===== src/rtl/regfile_sb.sv =====
// Integer register file with per-register busy scoreboard for RAW stall detection.
// Optional macro REGFILE_BYPASS_EN: same-cycle write-through of writeback data/busy clear to reads.
module regfile_sb #(
   parameter int unsigned XLEN     = 32,
   parameter int unsigned NREGS    = 32,
   parameter int unsigned ZERO_REG = 1,
   localparam int unsigned AW      = $clog2(NREGS)
) (
   input  logic            clk,
   input  logic            rst_n,
   input  logic [AW-1:0]   rs1,
   input  logic [AW-1:0]   rs2,
   output logic [XLEN-1:0] rdat1,
   output logic [XLEN-1:0] rdat2,
   output logic            busy1,
   output logic            busy2,
   input  logic            issue_valid,
   input  logic [AW-1:0]   issue_rd,
   input  logic            we,
   input  logic [AW-1:0]   waddr,
   input  logic [XLEN-1:0] wdat,
   input  logic            flush,
   output logic [AW:0]     busy_cnt
);

   localparam int unsigned CW = AW + 1;

   logic [XLEN-1:0]  r_regs [NREGS];
   logic [NREGS-1:0] r_busy;
   logic [CW-1:0]    r_busy_cnt;

   logic             w_wr_ok;
   logic             w_iss_ok;
   logic [NREGS-1:0] w_busy_nxt;
   logic [CW-1:0]    w_cnt_nxt;
   logic [XLEN-1:0]  w_rdat1;
   logic [XLEN-1:0]  w_rdat2;
   logic             w_busy1;
   logic             w_busy2;

   // Register 0 is neither written nor marked busy when hardwired.
   assign w_wr_ok  = we && !((ZERO_REG != 0) && (waddr == '0));
   assign w_iss_ok = issue_valid && !((ZERO_REG != 0) && (issue_rd == '0));

   // Writeback clears, a new issue re-marks (new producer wins), flush overrides both.
   always_comb begin
      w_busy_nxt = r_busy;
      w_cnt_nxt  = '0;
      if (w_wr_ok) begin
         w_busy_nxt[waddr] = 1'b0;
      end
      if (w_iss_ok) begin
         w_busy_nxt[issue_rd] = 1'b1;
      end
      if (flush) begin
         w_busy_nxt = '0;
      end
      for (int i = 0; i < NREGS; i++) begin
         w_cnt_nxt = w_cnt_nxt + CW'(w_busy_nxt[i]);
      end
   end

   always_ff @(posedge clk or negedge rst_n) begin
      if (!rst_n) begin
         for (int i = 0; i < NREGS; i++) begin
            r_regs[i] <= '0;
         end
         r_busy     <= '0;
         r_busy_cnt <= '0;
      end else begin
         if (w_wr_ok) begin
            r_regs[waddr] <= wdat;
         end
         r_busy     <= w_busy_nxt;
         r_busy_cnt <= w_cnt_nxt;
      end
   end

   // Read port 1
   always_comb begin
      w_rdat1 = r_regs[rs1];
      w_busy1 = r_busy[rs1];
      if ((ZERO_REG != 0) && (rs1 == '0)) begin
         w_rdat1 = '0;
      end
`ifdef REGFILE_BYPASS_EN
      if (w_wr_ok && (waddr == rs1)) begin
         w_rdat1 = wdat;
         if (!(w_iss_ok && (issue_rd == rs1))) begin
            w_busy1 = 1'b0;
         end
      end
`endif
   end

   // Read port 2
   always_comb begin
      w_rdat2 = r_regs[rs2];
      w_busy2 = r_busy[rs2];
      if ((ZERO_REG != 0) && (rs2 == '0)) begin
         w_rdat2 = '0;
      end
`ifdef REGFILE_BYPASS_EN
      if (w_wr_ok && (waddr == rs2)) begin
         w_rdat2 = wdat;
         if (!(w_iss_ok && (issue_rd == rs2))) begin
            w_busy2 = 1'b0;
         end
      end
`endif
   end

   assign rdat1    = w_rdat1;
   assign rdat2    = w_rdat2;
   assign busy1    = w_busy1;
   assign busy2    = w_busy2;
   assign busy_cnt = r_busy_cnt;

endmodule


===== config.mk =====
export PLATFORM = sky130hd
export DESIGN_NAME = regfile_sb
export DESIGN_NICKNAME = d
export VERILOG_FILES = /design/src/rtl/regfile_sb.sv
export SDC_FILE = /design/constraint.sdc
export NUM_CORES = 2
export LEC_CHECK = 0
export ABC_AREA = 1
export BUFFER_PORTS_ARGS = -buffer_cell sky130_fd_sc_hd__buf_2
export CAP_MARGIN = 5
export CORE_ASPECT_RATIO = 0.5
export CORE_UTILIZATION = 49
export DETAILED_ROUTE_END_ITERATION = 10
export PLACE_DENSITY_LB_ADDON = 0.25
export SETUP_SLACK_MARGIN = 0.4
export SYNTH_ARGS = -nofsm -noshare
export SYNTH_HDL_FRONTEND = slang
export SYNTH_SLANG_ARGS = --single-unit

===== constraint.sdc =====
create_clock -name clk -period 9.1 [get_ports clk]
set_input_delay 0.455 -clock clk [delete_from_list [all_inputs] [get_ports clk]]
set_output_delay 0.455 -clock clk [all_outputs]
set_load 0.02 [all_outputs]

==> flow_summary.json <==
{
  "ys_ff_latch": 1062,
  "insertion_delay_ns": 0.74,
  "relSlewSlack": 0.127,
  "coreArea_mm2": 0.121,
  "synth_top_cell_area_share": 0.444,
  "startpoint_type": "primary input",
  "required_ns": 9.75,
  "period_minus_slack_ns": 5.38,
  "power-per-cell-area_mw_per_mm2": 214,
  "r2r_cells": 18,
  "clk_pin_slew_ns": 0.06,
  "yosys_warnings": 0,
  "peakVddDrop_mv": 0.162,
  "synthTopCellsByCount": "nand2_1, nand3_1, dfrtp_1",
  "drc": 0,
  "clock_sinks": 1062,
  "avgSynthCellArea_um2": 6.90,
  "syn_inst": 8668,
  "synth_edf_count": 0,
  "min_path_cells": 3,
  "fin_worst_skew_ns": 0.0170,
  "fp.dieH_um": 249,
  "dpl_cell_area_mm2": 0.0601,
  "rows": 90,
  "grt_use_total": 0.367,
  "maxSlewViolCount": 0,
  "fmax_mhz": 186,
  "synthesis.area_mm2": 0.0598,
  "min_from": "wdat[20]",
  "grt_pass1_vias": 54700,
  "cts_buffers": 102,
  "reg2reg_to": "busy_cnt[4]",
  "rsz0062_at_grt": "false",
  "worst_slew_pin_slew_ns": 1.31,
  "nets": 8320,
  "tritoncts": "built",
  "dieArea_mm2": 0.124,
  "min_path_type": "in2reg",
  "fin_ws_ns": 3.72,
  "synth-seq-area-share": 0.444,
  "chipWidth_um": 496,
  "critical_path.top_delay_family": "adder cells",
  "setup_viol": 0,
  "grt_overflow": 0,
  "portBuffers": 128,
  "cp.arrival_ns": 6.04,
  "drive_gt1_frac": 0.0528,
  "multiInputGateArea_mm2": 0.0290,
  "ys_top_cells_by_area": "dfrtp_1, nand2_1, nand3_1",
  "gp_congestion": 0.926,
  "critPathKind": "in2reg",
  "final.setup.tns_ns": 0,
  "wl_per_cell_um": 23.1,
  "yosysTopAreaCell": "dfrtp_1",
  "fillers": 11800,
  "async_flop_share": 1.00,
  "grt_pass1_wl_um": 345000,
  "final_area_mm2": 0.0639,
  "antenna_found_initial": 21,
  "cts_root_buffer": "clkbuf_16",
  "initial_core_util": 0.495,
  "slowest_delay_ns": 0.56,
  "drv_cap": 0,
  "slowest_stage": "fa_1",
  "r2r_slack_ns": 4.04,
  "status": "finished clean",
  "cts_max_level": 3,
  "vias": 59800,
  "synthFlopType": "dfrtp_1",
  "synth_cell_type_count": 31,
  "grt_max_degree": 178,
  "critical_path.endpoint_type": "register",
  "syn2layout_area_growth_pct": 6.80,
  "cpMostUsedCell": "fa_1",
  "vias_per_cell": 6.02,
  "path_cells": "buf_2 -> nand2_1 -> nor2_2 -> nand2_4 -> nand2_1 -> a21oi_1 -> fa_1 -> inv_1 -> fa_1 -> inv_1 -> fa_1 -> inv_1 -> fa_1 -> fa_1 -> fa_1 -> inv_1 -> ha_1 -> fa_1 -> a21oi_1 -> nor2_1 -> nor2_1 -> xnor2_1",
  "seq_area_mm2": 0.0266,
  "initialDrtViolationCount": 8866,
  "postCtsSetupBuffers": 0,
  "drtPass1Iterations": 6,
  "drt-total-wl_um": 229000,
  "path_max_fanout": 22,
  "r2r_start": "r_busy[23]",
  "finalHoldViolCount": 0,
  "cellLeakagePower_nw": 30.1,
  "place_worst_setup_slack_ns": 3.06,
  "cp_num_buf_inv": 5,
  "final.period_utilization": 0.592,
  "ios": 129,
  "synth_nets": 8756,
  "synth_most_common_cell": "nand2_1",
  "hpwl_um": 121000,
  "worstHoldEndpoint": "r_regs[820]",
  "cts_buffer_depth": 3,
  "ant_nets": 0
}
repair_timing:
action | 4_1_cts | 5_1_grt
endpoints found under the hold margin | 101 | 0
gates resized for setup | 0 | 0
hold buffers | 22 | 0
layout by cell type, fill, tap and decap left out, types with 2 or more instances in the layout:
cell type,netlist,layout
clkbuf_8,0,21
nand3_1,1489,1484
clkinv_8,0,2
buf_6,10,2
inv_4,0,2
nor2_1,300,300
ha_1,7,7
nor3_1,10,10
inv_2,12,14
dfrtp_1,1062,1062
nor2_4,4,8
diode_2,0,9
buf_4,15,80
inv_6,0,2
and2_1,2,2
nand2_4,0,7
inv_8,0,4
nand3_2,1,3
nor2_2,7,3
buf_12,0,13
nand3_4,2,5
buf_8,0,5
nand2_2,1,4
fa_1,24,24
dlygate4sd3_1,0,22
o21ai_0,943,943
inv_1,205,196
clkbuf_16,0,107
a21oi_1,349,349
o21ai_1,50,50
xor2_1,2,2
clkbuf_1,335,21
clkinv_2,0,23
bufinv_16,0,13
buf_2,348,119
nand2_1,3410,3400
area by class of cell:
type	count	share of cell area
flip-flops and latches	1062	0.416
well taps	1610	0.0315
clock buffers	149	0.0477
multi-input cells	6606	0.455
diodes	9	0.000353
inverters	219	0.0136
clock inverters	38	0.00846
repair buffers	241	0.0278
per-stage QoR:
step                hold slack, ns  power, W   util  std cells
global placement             0.388   0.00890  0.497       9716
finish                      0.0116    0.0137  0.529       9934
global route               0.00627    0.0143  0.529       9931
floorplan                    0.159   0.00809      -       8668
detailed placement           0.390   0.00897  0.497       9716
CTS                       0.000737    0.0136  0.529       9925
worst max-delay path by stage:
stage          cells after the start  slack [ns]         from     endpoint
6_report                          22        3.72     waddr[3]  busy_cnt[4]
5_1_grt                           22        3.49     waddr[3]  busy_cnt[4]
4_1_cts                           22        3.77     waddr[3]  busy_cnt[4]
3_3_place_gp                      22        3.06     waddr[3]  busy_cnt[4]
3_5_place_dp                      22        3.06     waddr[3]  busy_cnt[4]
2_1_floorplan                     24        3.69  issue_rd[4]  busy_cnt[4]
power breakdown:
part           leakage, nW  internal, W  switching (W)  total (W)
sequential            13.6      0.00560       0.000668    0.00627
combinational         14.7     0.000942        0.00178    0.00272
clock                 1.78      0.00268        0.00200    0.00468
worst reg2reg max path, stage by stage, from the launching register on:
cell and delay [ns]:
dfrtp_1 0.39, o21ai_0 0.09, a21oi_1 0.15, fa_1 0.59, inv_1 0.06, fa_1 0.50, inv_1 0.05, fa_1 0.49
inv_1 0.06, fa_1 0.52, fa_1 0.43, fa_1 0.49, inv_1 0.04, ha_1 0.21, fa_1 0.47, a21oi_1 0.17
nor2_1 0.06, nor2_1 0.11, xnor2_1 0.12
layer usage:
metal / up-vias / routed length (um) / share of wire / global-route usage
li1: 27200 / - / - / -
met1: 28100 / 92900 / 0.40 / 0.511
met2: 3772 / 94900 / 0.41 / 0.527
met3: 641 / 31200 / 0.14 / 0.115
met4: 2 / 10400 / 0.045 / 0.152
met5: - / 13 / 0.000057 / 0
sequential cells by signal (all words and copies together) (netlist names):
name / flops
busy_cnt: 6
r_regs: 1024
r_busy: 32
logic make-up after synthesis:
kind of cell,after synthesis,share of synthesized area
fa+ha+maj,31,0.00950
simple gates,5228,0.361
buf+inv,1000,0.0723
flops,1062,0.444
compound gates,1344,0.113
xor+xnor,3,0.000439
(Power assumes the default switching activity.)
